File: src/rtl/tick_monitor_if.sv
// Bus bundle for tick_monitor: control inputs plus status/measurement outputs.
// The min/max statistics signals exist only when TICK_MON_STATS_EN is defined.
interface tick_monitor_if #(
    parameter int CNT_W = 21,
    parameter int ERR_W = 8
);
    logic             enable;
    logic             tick;
    logic             clear_err;
    logic             locked;
    logic             err_early;
    logic             err_late;
    logic [ERR_W-1:0] err_count;
    logic [CNT_W-1:0] last_period;
`ifdef TICK_MON_STATS_EN
    logic [CNT_W-1:0] min_period;
    logic [CNT_W-1:0] max_period;

    modport master (
        output enable, tick, clear_err,
        input  locked, err_early, err_late, err_count, last_period, min_period, max_period
    );
    modport slave (
        input  enable, tick, clear_err,
        output locked, err_early, err_late, err_count, last_period, min_period, max_period
    );
`else
    modport master (
        output enable, tick, clear_err,
        input  locked, err_early, err_late, err_count, last_period
    );
    modport slave (
        input  enable, tick, clear_err,
        output locked, err_early, err_late, err_count, last_period
    );
`endif
endinterface

File: src/rtl/tick_monitor.sv
// Tick cadence checker: measures edge-to-edge intervals of `tick`, classifies them against
// PERIOD +/- TOL and tracks lock/errors. TICK_MON_STATS_EN adds min/max interval outputs.
module tick_monitor #(
    parameter int PERIOD = 2000000,
    parameter int TOL    = 16,
    parameter int CNT_W  = 21,
    parameter int ERR_W  = 8
) (
    input  logic          clk,
    input  logic          reset,
    tick_monitor_if.slave bus
);
    typedef enum logic [1:0] {IDLE, ACQ, LOCK, LOST} state_t;

    localparam logic [CNT_W-1:0] LO = CNT_W'(PERIOD - TOL);
    localparam logic [CNT_W-1:0] HI = CNT_W'(PERIOD + TOL);

    state_t           state, state_nxt;
    logic             tick_d;
    logic             tick_edge;
    logic [CNT_W-1:0] count, count_nxt;
    logic [CNT_W-1:0] measured;
    logic             meas_vld;
    logic             locked_q, locked_nxt;
    logic             early_q, early_nxt;
    logic             late_q, late_nxt;
    logic             err_hit;
    logic [ERR_W-1:0] err_cnt_q, err_cnt_nxt;
    logic [CNT_W-1:0] last_q, last_nxt;
`ifdef TICK_MON_STATS_EN
    logic [CNT_W-1:0] min_q, min_nxt;
    logic [CNT_W-1:0] max_q, max_nxt;
`endif

    always_ff @(posedge clk or negedge reset) begin
        if (!reset) begin
            state     <= IDLE;
            tick_d    <= 1'b0;
            count     <= '0;
            locked_q  <= 1'b0;
            early_q   <= 1'b0;
            late_q    <= 1'b0;
            err_cnt_q <= '0;
            last_q    <= '0;
`ifdef TICK_MON_STATS_EN
            min_q     <= '1;
            max_q     <= '0;
`endif
        end else begin
            state     <= state_nxt;
            tick_d    <= bus.tick;
            count     <= count_nxt;
            locked_q  <= locked_nxt;
            early_q   <= early_nxt;
            late_q    <= late_nxt;
            err_cnt_q <= err_cnt_nxt;
            last_q    <= last_nxt;
`ifdef TICK_MON_STATS_EN
            min_q     <= min_nxt;
            max_q     <= max_nxt;
`endif
        end
    end

    always_comb begin
        tick_edge  = bus.tick & ~tick_d;
        measured   = count + 1'b1;
        state_nxt  = state;
        count_nxt  = count;
        locked_nxt = locked_q;
        early_nxt  = 1'b0;
        late_nxt   = 1'b0;
        last_nxt   = last_q;
        meas_vld   = 1'b0;

        if (!bus.enable) begin
            state_nxt  = IDLE;
            count_nxt  = '0;
            locked_nxt = 1'b0;
        end else begin
            case (state)
                IDLE, LOST: begin
                    // First edge only establishes the reference point.
                    if (tick_edge) begin
                        state_nxt = ACQ;
                        count_nxt = '0;
                    end
                end
                ACQ, LOCK: begin
                    if (tick_edge) begin
                        count_nxt = '0;
                        last_nxt  = measured;
                        meas_vld  = 1'b1;
                        if (measured >= LO) begin
                            state_nxt  = LOCK;
                            locked_nxt = 1'b1;
                        end else begin
                            state_nxt  = ACQ;
                            locked_nxt = 1'b0;
                            early_nxt  = 1'b1;
                        end
                    end else if (count == HI) begin
                        // Counter parks here in LOST, so the late pulse fires once.
                        state_nxt  = LOST;
                        locked_nxt = 1'b0;
                        late_nxt   = 1'b1;
                    end else begin
                        count_nxt = count + 1'b1;
                    end
                end
                default: begin
                    state_nxt  = IDLE;
                    count_nxt  = '0;
                    locked_nxt = 1'b0;
                end
            endcase
        end

        err_hit     = early_nxt | late_nxt;
        err_cnt_nxt = err_cnt_q;
        if (bus.clear_err)
            err_cnt_nxt = {{(ERR_W-1){1'b0}}, err_hit};
        else if (err_hit && (err_cnt_q != {ERR_W{1'b1}}))
            err_cnt_nxt = err_cnt_q + 1'b1;

`ifdef TICK_MON_STATS_EN
        min_nxt = min_q;
        max_nxt = max_q;
        if (bus.clear_err) begin
            min_nxt = '1;
            max_nxt = '0;
        end
        if (meas_vld) begin
            if (measured < min_nxt) min_nxt = measured;
            if (measured > max_nxt) max_nxt = measured;
        end
`endif
    end

    assign bus.locked      = locked_q;
    assign bus.err_early   = early_q;
    assign bus.err_late    = late_q;
    assign bus.err_count   = err_cnt_q;
    assign bus.last_period = last_q;
`ifdef TICK_MON_STATS_EN
    assign bus.min_period  = min_q;
    assign bus.max_period  = max_q;
`endif
endmodule
File: src/flat_wrapper.sv
// flat-port wrapper written by rule: the top's interface ports become plain ports
module tick_monitor_flat 
#(
    parameter int PERIOD = 2000000,
    parameter int TOL    = 16,
    parameter int CNT_W  = 21,
    parameter int ERR_W  = 8
)
  (clk, reset, bus_enable, bus_tick, bus_clear_err, bus_locked, bus_err_early, bus_err_late, bus_err_count, bus_last_period);
  tick_monitor_if #(.CNT_W(CNT_W), .ERR_W(ERR_W)) bus_i ();
  input  logic clk;
  input  logic reset;
  input wire logic [$bits(bus_i.enable)-1:0] bus_enable;
  input wire logic [$bits(bus_i.tick)-1:0] bus_tick;
  input wire logic [$bits(bus_i.clear_err)-1:0] bus_clear_err;
  output wire logic [$bits(bus_i.locked)-1:0] bus_locked;
  output wire logic [$bits(bus_i.err_early)-1:0] bus_err_early;
  output wire logic [$bits(bus_i.err_late)-1:0] bus_err_late;
  output wire logic [$bits(bus_i.err_count)-1:0] bus_err_count;
  output wire logic [$bits(bus_i.last_period)-1:0] bus_last_period;
  assign bus_i.enable = bus_enable;
  assign bus_i.tick = bus_tick;
  assign bus_i.clear_err = bus_clear_err;
  assign bus_locked = bus_i.locked;
  assign bus_err_early = bus_i.err_early;
  assign bus_err_late = bus_i.err_late;
  assign bus_err_count = bus_i.err_count;
  assign bus_last_period = bus_i.last_period;
  tick_monitor #(.PERIOD(PERIOD), .TOL(TOL), .CNT_W(CNT_W), .ERR_W(ERR_W)) u_core (.clk(clk), .reset(reset), .bus(bus_i));
endmodule
File: config.mk
export PLATFORM = sky130hd
export DESIGN_NAME = tick_monitor_flat
export DESIGN_NICKNAME = d
export VERILOG_FILES = /design/src/rtl/tick_monitor_if.sv /design/src/rtl/tick_monitor.sv /design/src/flat_wrapper.sv
export SDC_FILE = /design/constraint.sdc
export NUM_CORES = 1
export LEC_CHECK = 0
export CORE_UTILIZATION = 56
export CTS_BUF_LIST = sky130_fd_sc_hd__clkbuf_4 sky130_fd_sc_hd__clkbuf_8 sky130_fd_sc_hd__clkbuf_16
export CTS_CLUSTER_SIZE = 16
export DETAILED_ROUTE_END_ITERATION = 7
export PLACE_DENSITY = 0.9
export SYNTH_ARGS = -nofsm -noshare
export SYNTH_HDL_FRONTEND = slang
export SYNTH_SLANG_ARGS = --single-unit
File: constraint.sdc
create_clock -name clk -period 3.2 [get_ports clk]
set_input_delay 0.64 -clock clk [delete_from_list [all_inputs] [get_ports clk]]
set_output_delay 0.64 -clock clk [all_outputs]
set_load 0.03 [all_outputs]
==> impl_metrics.toml <==
[floorplanning]
rows = 27
dieArea_um2 = 6026
die_w_um = 77.63
ios = 37
coreArea_um2 = 5507
die_h_um = 77.63
start_util = 0.5817

[synth]
ys_ff_latch = 56
syn_inst = 340
ys_seq_area_frac = 0.4375
syn_area_um2 = 3203
syn_area_per_cell_um2 = 9.421
yosysWarnings = 0
syn-num-nets = 348
yosysUniqueCellTypes = 54

[clock_network]
cts_buffers = 5
post_cts_resized = 0
cts_max_level = 2
cts.clk_slew.worst_paths_ns = 0.09
cts_sinks = 56
cts_buffer_depth = 2
tritoncts = "built"
postCtsHoldBufs = 0
clk_latency_ns = 0.31
ctsRootBufferMaster = "clkbuf_8"
postCtsSetupRepairBufs = 0

[global_routing]
grt_util_all_layers = 0.2553
grt_max_degree = 57
grt_pass1_vias = 2540
antenna_found_initial = 0
gr-total-overflow = 0
grt_pass1_wl_mm = 12.19

[run_status]
status = "complete, no violations"

[setup_path]
critPathMaxFanout = 7
crit_chain = "ha_1, nand3_1, nor2_1, nand4_1, a211oi_1, o211ai_4, nor2b_1, o32a_1"
crit_family = "compound AO/OA/AOI/OAI gates"
path_class = "reg2reg"
cp_num_buf_inv = 0
cp_slowest_cell = "dfrtp_1"
critPathCaptureType = "register"
cp_data_arrival_time_ns = 3.11
cp.required_ns = 3.40
crit_path_start_kind = "register"
max_stage_delay_ns = 0.53

[cells_and_area]
design_area_um2 = 3690
drive_gt1_frac = 0.1108
area_delta_synth_final_pct = 15.20
final_cells = 442
antenna_cells = 0
fillers = 427
final_cell_mix = "56 x dfrtp_1, 37 x nand2_1, 35 x clkdlybuf4s50_1"
nNetsFinal = 377
layout_commonest_cell = "dfrtp_1"

[placement]
numPortBuffers = 36
dp_hpwl_mm = 5.004
place.gp.congestion = 0.9063
dp.cells = 434
placed_cell_area_um2 = 3592

[sta]
rsz0062_at_grt = "no"
hold_viol_final = 0
worst_slew_pin_slew_ns = 0.8309
tns_ns = 0
slew_headroom = 0.4440
finalMaxSlewViolations = 0
skew_ns = 0.005904
fmax_ghz = 0.3432
fin_crit_ns = 2.914
setup_viol = 0
period_share = 0.9106

[pwr]
peakVddDrop_mv = 0.2285
power_density_nw_per_um2 = 321.1
leakage_nw = 1.442

[route]
drc = 0
avgRoutedWirePerCell_um = 16.45
finalWirelength_mm = 7.273
vias = 2668
dr.pass1.iters = 5
drt_first_iter_violations = 295
viasPerCell = 6.036
ant_nets = 0

[hold_path]
hold_class = "in2async"

[run]
cap_violations = 0
-- per-stage QoR --
step | worst slack [ns] | power, W | util | hold WS (ns)
5_1_grt | 0.1398 | 0.001220 | 0.6701 | 0.5116
6_report | 0.2860 | 0.001185 | 0.6701 | 0.4481
3_5_place_dp | 0.3592 | 0.0007864 | 0.6524 | 0.4670
2_1_floorplan | 0.5983 | 0.0007530 | - | 0.3444
4_1_cts | 0.3129 | 0.001187 | 0.6701 | 0.4797
3_3_place_gp | 0.4881 | 0.0007849 | 0.6524 | 0.4597
-- cell usage after synthesis, drive strengths merged --
library cell	number	area share
nor3	8	0.016
or4	2	0.0059
dfrtp	56	0.44
xor2	16	0.044
nor4bb	2	0.0063
nand3	21	0.034
inv	6	0.0070
o32a	1	0.0031
nor3b	1	0.0023
nor2b	5	0.0098
xnor2	23	0.063
a21oi	12	0.025
nand4	13	0.037
o31ai	1	0.0023
nand2	37	0.043
nor4	9	0.024
a22oi	2	0.0047
nand4b	1	0.0027
clkbuf	8	0.0094
nor2	35	0.042
o211ai	3	0.013
buf	16	0.032
or3	8	0.016
ha	3	0.012
nand2b	1	0.0020
o21ai	25	0.039
o31a	1	0.0027
a211oi	2	0.0047
or3b	1	0.0027
mux2	4	0.014
a21o	2	0.0047
o311ai	1	0.0027
a41o	1	0.0031
nor4b	3	0.0082
mux2i	2	0.0063
a31o	2	0.0055
and3	5	0.011
and4	1	0.0027
-- logic make-up (layout without fill, tap and decap cells) --
logic type / count (synthesis) / count (layout) / synth area share
simple gates: 153 / 153 / 0.2656
fa+ha+maj: 3 / 3 / 0.01172
mux: 6 / 6 / 0.02031
buf+inv: 30 / 60 / 0.04804
xor+xnor: 39 / 39 / 0.1066
compound gates: 53 / 53 / 0.1102
flops: 56 / 56 / 0.4375
-- power by group --
part           leakage [nW]  total [W]  internal [W]  switching, W
Combinational         0.611  0.0000549     0.0000167     0.0000382
Clock                0.0523   0.000413      0.000194      0.000219
Sequential            0.779   0.000717      0.000712    0.00000476
-- worst paths after layout --
check / from / to / slack, ns / cells past startpoint
setup / recovery: u_core.count[0]$_DFFE_PN0P_ / u_core.bus.err_count[0]$_DFFE_PN0P_ / 0.29 / 8
hold / removal: reset / u_core.bus.last_period[18]$_DFFE_PN0P_ / 0.45 / 2
setup reg to reg: u_core.count[0]$_DFFE_PN0P_ / u_core.bus.err_count[0]$_DFFE_PN0P_ / 0.29 / 8
hold reg to reg: u_core.bus.last_period[20]$_DFFE_PN0P_ / u_core.bus.last_period[20]$_DFFE_PN0P_ / 0.49 / 1
max in group asynchronous: reset / u_core.count[4]$_DFFE_PN0P_ / 2.31 / 2
min in group clk: u_core.bus.last_period[20]$_DFFE_PN0P_ / u_core.bus.last_period[20]$_DFFE_PN0P_ / 0.49 / 1
-- sequential cells by signal, indices dropped and copies added (netlist names) --
| name | cells |
|---|---|
| u_core.bus.last_period | 21 |
| u_core.count | 21 |
| u_core.bus.err_count | 8 |
| u_core.state | 2 |
| u_core.bus.err_early | 1 |
| u_core.bus.err_late | 1 |
| u_core.bus.locked | 1 |
| u_core.tick_d | 1 |
-- layout make-up --
| cell class | count | area (µm²) | area share |
|---|---|---|---|
| clock buffers | 8 | 97.59 | 0.02645 |
| inverters | 6 | 22.52 | 0.006104 |
| multi-input cells | 254 | 1648 | 0.4466 |
| flip-flops and latches | 56 | 1401 | 0.3798 |
| well taps | 72 | 90.09 | 0.02442 |
| repair buffers | 46 | 430.4 | 0.1166 |
-- layer usage --
layer | share of wire | routed length (µm) | global-route usage
met1 | 0.44 | 3226 | 0.3632
met2 | 0.46 | 3372 | 0.3947
met3 | 0.069 | 502 | 0.03059
met4 | 0.024 | 172 | 0.1057
met5 | 0 | 0 | 0
Power figures use the tool's default switching activity.
